===== src/rtl/regfile_sb.sv =====
// General-purpose register file with two async read ports, one write port, a PC port on the
// top register and a per-register busy scoreboard. Optional macro: REGFILE_BYPASS_EN.
module regfile_sb #(
   parameter int WIDTH  = 16,
   parameter int ADDR_W = 3
) (
   input  logic              clk,
   input  logic              reset,
   input  logic [ADDR_W-1:0] rd_addr_a,
   output logic [WIDTH-1:0]  rd_data_a,
   input  logic [ADDR_W-1:0] rd_addr_b,
   output logic [WIDTH-1:0]  rd_data_b,
   output logic              busy_a,
   output logic              busy_b,
   input  logic              wr_n,
   input  logic [ADDR_W-1:0] wr_addr,
   input  logic [WIDTH-1:0]  wr_data,
   input  logic              rsv_n,
   input  logic [ADDR_W-1:0] rsv_addr,
   input  logic              pc_wr_n,
   input  logic [WIDTH-1:0]  pc_in,
   output logic [WIDTH-1:0]  pc_out
);

   localparam int NREGS  = 1 << ADDR_W;
   localparam int PC_IDX = NREGS - 1;

   logic [WIDTH-1:0] r_regs [NREGS];
   logic [NREGS-1:0] r_busy;

   logic [NREGS-1:0] w_wr_sel;
   logic [NREGS-1:0] w_rsv_sel;
   logic             w_pc_sel;

   assign w_wr_sel  = (NREGS'(1) << wr_addr) & {NREGS{~wr_n}};
   assign w_rsv_sel = (NREGS'(1) << rsv_addr) & {NREGS{~rsv_n}};
   assign w_pc_sel  = ~pc_wr_n;

   // Writeback data takes priority over the PC strobe so a branch writeback to the PC lands.
   always_ff @(posedge clk) begin
      if (reset) begin
         for (int i = 0; i < NREGS; i++) r_regs[i] <= '0;
         r_busy <= '0;
      end else begin
         for (int i = 0; i < NREGS; i++) begin
            if (w_wr_sel[i])
               r_regs[i] <= wr_data;
            else if (w_pc_sel && (i == PC_IDX))
               r_regs[i] <= pc_in;
         end
         // Reserve beats release on the same register: a new producer is already in flight.
         r_busy <= (r_busy & ~w_wr_sel) | w_rsv_sel;
      end
   end

   assign pc_out = r_regs[PC_IDX];

`ifdef REGFILE_BYPASS_EN
   logic w_byp_a;
   logic w_byp_b;

   assign w_byp_a   = ~wr_n && (rd_addr_a == wr_addr);
   assign w_byp_b   = ~wr_n && (rd_addr_b == wr_addr);
   assign rd_data_a = w_byp_a ? wr_data : r_regs[rd_addr_a];
   assign rd_data_b = w_byp_b ? wr_data : r_regs[rd_addr_b];
   // A forwarded write clears busy unless the same register is being re-reserved this cycle.
   assign busy_a    = w_byp_a ? w_rsv_sel[rd_addr_a] : r_busy[rd_addr_a];
   assign busy_b    = w_byp_b ? w_rsv_sel[rd_addr_b] : r_busy[rd_addr_b];
`else
   assign rd_data_a = r_regs[rd_addr_a];
   assign rd_data_b = r_regs[rd_addr_b];
   assign busy_a    = r_busy[rd_addr_a];
   assign busy_b    = r_busy[rd_addr_b];
`endif

endmodule


===== config.mk =====
export PLATFORM = sky130hd
export DESIGN_NAME = regfile_sb
export DESIGN_NICKNAME = d
export VERILOG_FILES = /design/src/rtl/regfile_sb.sv
export SDC_FILE = /design/constraint.sdc
export NUM_CORES = 1
export LEC_CHECK = 0
export BUFFER_PORTS_ARGS = -buffer_cell sky130_fd_sc_hd__buf_4
export CAP_MARGIN = 20
export CORE_ASPECT_RATIO = 0.6
export CORE_MARGIN = 3
export CORE_UTILIZATION = 40
export CTS_CLUSTER_SIZE = 16
export DETAILED_ROUTE_END_ITERATION = 8
export GPL_ROUTABILITY_DRIVEN = 0
export HOLD_SLACK_MARGIN = 0.15
export PLACE_DENSITY = 0.64
export SLEW_MARGIN = 20
export SYNTH_ARGS = -nofsm -noshare
export SYNTH_HDL_FRONTEND = slang
export SYNTH_SLANG_ARGS = --single-unit

===== constraint.sdc =====
create_clock -name clk -period 2.6 [get_ports clk]
set_clock_uncertainty 0.15 [all_clocks]
set_input_delay 0.52 -clock clk [delete_from_list [all_inputs] [get_ports clk]]
set_output_delay 0.52 -clock clk [all_outputs]
set_load 0.01 [all_outputs]

### After elaboration in Yosys (flattened, before gate mapping)

Memory sizes are Yosys's and may differ from the RTL's.
Index checks and enable logic that the tools add are counted.

| operators by class | value |
|---|---|
| mux-type cells | 43 |
| bitwise logic cells | 16 |
| shifts and indexed selects | 2 |
| order comparisons | 2 |

Operators with widths:

| operator | count |
|---|---|
| 2-to-1 mux 16 bit | 9 |
| 2-to-1 mux 1 bit | 32 |
| AND 8 bit | 3 |
| << shifter 1 x 3 -> 8 bit, first input constant | 2 |
| bitwise OR 1 bit | 9 |
| less-than comparator 3 x 4 -> 1 bit, second input constant | 2 |
| inverter 8 bit | 1 |
| bitwise OR 8 bit | 1 |
| binary-select mux 1 bit (select 3 bit) | 2 |
| inverter 1 bit | 2 |

| storage, ports and cells | value |
|---|---|
| memories kept | 1 |
| input bits | 49 |
| register bits | 8 |
| logic and storage cells | 65 |
| bits in writable memories | 128 |
| output and inout bits | 50 |

Memory list:

| memory | depth | width | rd ports | clocked after memory_dff | wr ports | RTL line | RTL |
|---|---|---|---|---|---|---|---|
| r_regs | 8 | 16 | 3 | 0 | 8 | 28 | `logic [WIDTH-1:0] r_regs [NREGS];` |

### Logic depth before layout (Yosys ltp)

| logic depth | value |
|---|---|
| depth after elaboration | 7 |
| mapped depth | 6 |
| depth with buffers taken out | 4 |

### Worst setup path before layout

OpenSTA, ideal clock, no wires.

| timing | value |
|---|---|
| kind | input to output |
| start | in rd_addr_a[0] |
| end | out rd_data_a[0] |
| arrival | 1,818 ps |
| buffers on the path | 2 |
| cell stages on the path | 4 |
| setup slack | 112 ps |
| required time | 1,930 ps |
| cells stage by stage | buf_2 > buf_2 > mux4_2 > mux2_2 |

| on the way | value |
|---|---|
| cells in the longest elaborated chain, start to end | 1 |

RTL lines:

| item | RTL line | RTL |
|---|---|---|
| from (decl) | 9 | `input logic [ADDR_W-1:0] rd_addr_a,` |
| memory (8 x 16 bit) | - |  |
| to (decl) | 10 | `output logic [WIDTH-1:0] rd_data_a,` |

Every way passes these cells.

==> metrics.md <==
| Metric | Value |
|---|---|
| Detailed placement HPWL | 13.78 mm |
| IO buf count | 98 |
| Layout cell share with drive strength beyond 1 | 47.95% |
| Final setup viols | 0 |
| Design area | 0.008798 mm^2 |
| Rel. slew slack | 68.94% |
| P&R area growth vs syn | 25.28% |
| Asr flop ratio synth | 0% |
| Inserted Diodes | 0 |
| Hold Buf Count CTS | 0 |
| Tmin final | 2.530 ns |
| Grt total ovfl | 0 |
| HP Class | input port to flop |
| Cell variety after synth | 30 |
| Die ar. | 0.01923 mm^2 |
| Total GRT Usage | 21.82% |
| Detailed route wirelength on metal2 | 9.412 mm |
| Synth Net Count | 504 |
| Worst path bufs/invs | 1 |
| EDFF count, synth | 128 |
| Top Metal Used | met4 |
| I/O pin cnt | 99 |
| Core footprint | 0.01671 mm^2 |
| CTS resizes | 0 |
| Register area share after synthesis | 57.01% |
| Yosys top cell by area | edfxtp_1 |
| Die width | 177.1 um |
| Commonest non-fill, non-tap cells in the layout | edfxtp_1 (128), buf_4 (123), nor2_1 (102) |
| Outcome | finished, final reports clean |
| Crit-path slowest cell | edfxtp_1 |
| Metal-1 WL | 8.763 mm |
| Reg2Reg Depth | 1 |
| Met3 WL post-DR | 1.835 mm |
| DRC viols | 0 |
| PwrDens | 686.5 mW/mm^2 |
| Seq cells post-synth | 136 |
| Delay of the slowest critical-path stage | 0.51 ns |
| Fin. Hold Viols | 0 |
| Tcrit/Tclk final | 97.29% |
| Fmax | 395.3 MHz |
| VDD IR max | 0.3174 mV |
| Avg WL per Cell | 24.85 um |
| Critical-path maximum fanout | 3 |
| Non-filler cells, final | 812 |
| CP Cell Sequence | mux4_2 -> mux2_2 -> buf_4 |
| Post-Syn Area per Cell | 15.44 um^2 |
| Worst hold stages | 2 |
| TritonCTS Buffers | 17 |
| Setup tns final | 0 ns |
| H-tree Lvls | 4 |
| Final nets | 620 |
| Initial drt markers | 469 |
| Top post-synthesis cells by area | edfxtp_1 (55%), mux4_2 (22%), mux2_2 (6.4%), nor2_1 (5.5%), dfxtp_1 (2.3%) |
| TritonCTS clock tree | built |
| Leakage power | 3.305 nW |
| Num Clock Sinks | 136 |
| Root buf cell | clkbuf_16 |
| WS Path Type | flop to output pin |
| Drt pass-1 iters | 5 |
| Worst Path Required | 1.93 ns |
| Post-DRT Antenna Nets | 0 |
| Pre-CTS setup slack | 0.09592 ns |
| Clock transition at the registers of the reported paths | 0.06 ns |
| Yosys warnings | 0 |
| Starting Density | 42.03% |
| Vias/cell | 5.725 |
| Vias | 4,649 |
| Reg2reg start | r_busy[3] |
| Num rows | 36 |
| Initial antenna violation count | 0 |
| First-pass GRT wire length | 30.34 mm |
| Largest net degree at the start of global routing | 35 |
| CTS max path bufs | 2 |
| Crit path DAT | 1.86 ns |
| Most common cell after layout, fill and taps aside | edfxtp_1 |
| CP top delay family | multiplexers |
| Slack of the critical path | 0.07048 ns |
| Hold worst-path end | r_busy[1] |
| Setup bufs post-CTS | 0 |
| Worst Max-Slew Pin Slew | 0.4648 ns |
| Commonest register cell after synthesis | edfxtp_1 |
| Worst Setup Start Kind | flop |
| Critical Path End Type | output pin |
| Post-synth top area share | 54.73% |
| Max-Cap Viols | 0 |
| Crit Reg-Reg Endpoint | r_busy[3] |
| Final Max Slew Viols | 0 |
| Reg2reg setup slack | 1.80 ns |
| Post-Synthesis Cells | 455 |
| RSZ-0062 raised after global routing | no |
| Drt total wl | 20.18 mm |
| Placed cells | 780 |
| DP Area | 0.008207 mm^2 |
| Mapped cell area | 0.007023 mm^2 |
| Worst-Skew Late Latency | 0.41 ns |
| Hold Path Origin | reset |
| Die Height | 108.6 um |
| Vias in the first global route | 4,972 |
-- worst max-delay path by stage --
stage	startpoint	to	slack, ns	depth (start not counted)
finish	r_regs[7][3]	rd_data_b[3]	0.07	3
global route	rd_addr_a[0]	rd_data_a[4]	0.03	5
CTS	r_regs[7][3]	rd_data_b[3]	0.07	3
detailed placement	rd_addr_a[0]	rd_data_a[4]	0.1	5
global placement	rd_addr_a[0]	rd_data_a[4]	0.09	5
floorplan	rd_addr_a[0]	rd_data_a[0]	0.11	4
-- cell families (layout without fill, tap and decap cells) --
kind of cell	count (synthesis)	after routing	synth area share [%]
buffers and inverters	51	180	3.314
AND/OR/NAND/NOR	141	141	8.338
AO/OA/AOI/OAI	9	9	0.9799
flip-flops	136	136	57.01
multiplexers	118	118	30.36
-- stage by stage --
step	hold slack (ns)	power (mW)	util, %
final	0.1756	6.040	52.65
after CTS	0.1716	6.073	52.65
after floorplan	0.3018	3.204	-
after global routing	0.1831	6.246	52.65
after detailed placement	0.3253	3.666	49.11
after global placement	0.3258	3.647	49.11
-- cell usage after synthesis (2+ instances only) --
cell      count
o21ai_0       2
a21oi_1       2
mux2_4       10
nand3b_1      3
buf_6         2
edfxtp_1    128
a32o_1        4
buf_1         3
mux4_2       68
nand2_1      25
dfxtp_1       8
inv_1        17
mux2_2       40
nor2_1      102
clkbuf_1     19
buf_2         8
-- cell type report --
cell class / count / area [um^2]
multi-input cells: 268 / 2786
fillers: 1380 / 7913
inverters: 18 / 67.56
repair buffers: 130 / 1064
well taps: 228 / 285.3
clock inverters: 15 / 166.4
flip-flops and latches: 136 / 4004
clock buffers: 17 / 425.4
-- metal layers --
metal  up-vias  global-route usage [%]
met2       238                   33.59
met4         0                   5.546
met1      2404                   31.14
met5         -                       0
met3        17                   5.880
li1       1990                       -
-- report_power, final --
part	switching (mW)	total, mW	internal [mW]
Combinational	0.433	0.949	0.516
Clock	0.985	2.42	1.43
Sequential	0.105	2.67	2.57
Total	1.52	6.04	4.52
-- sequential cells by signal (all words and copies together) (netlist names) --
signal / flops
r_busy: 8
r_regs: 128
Power figures use the tool's default switching activity.
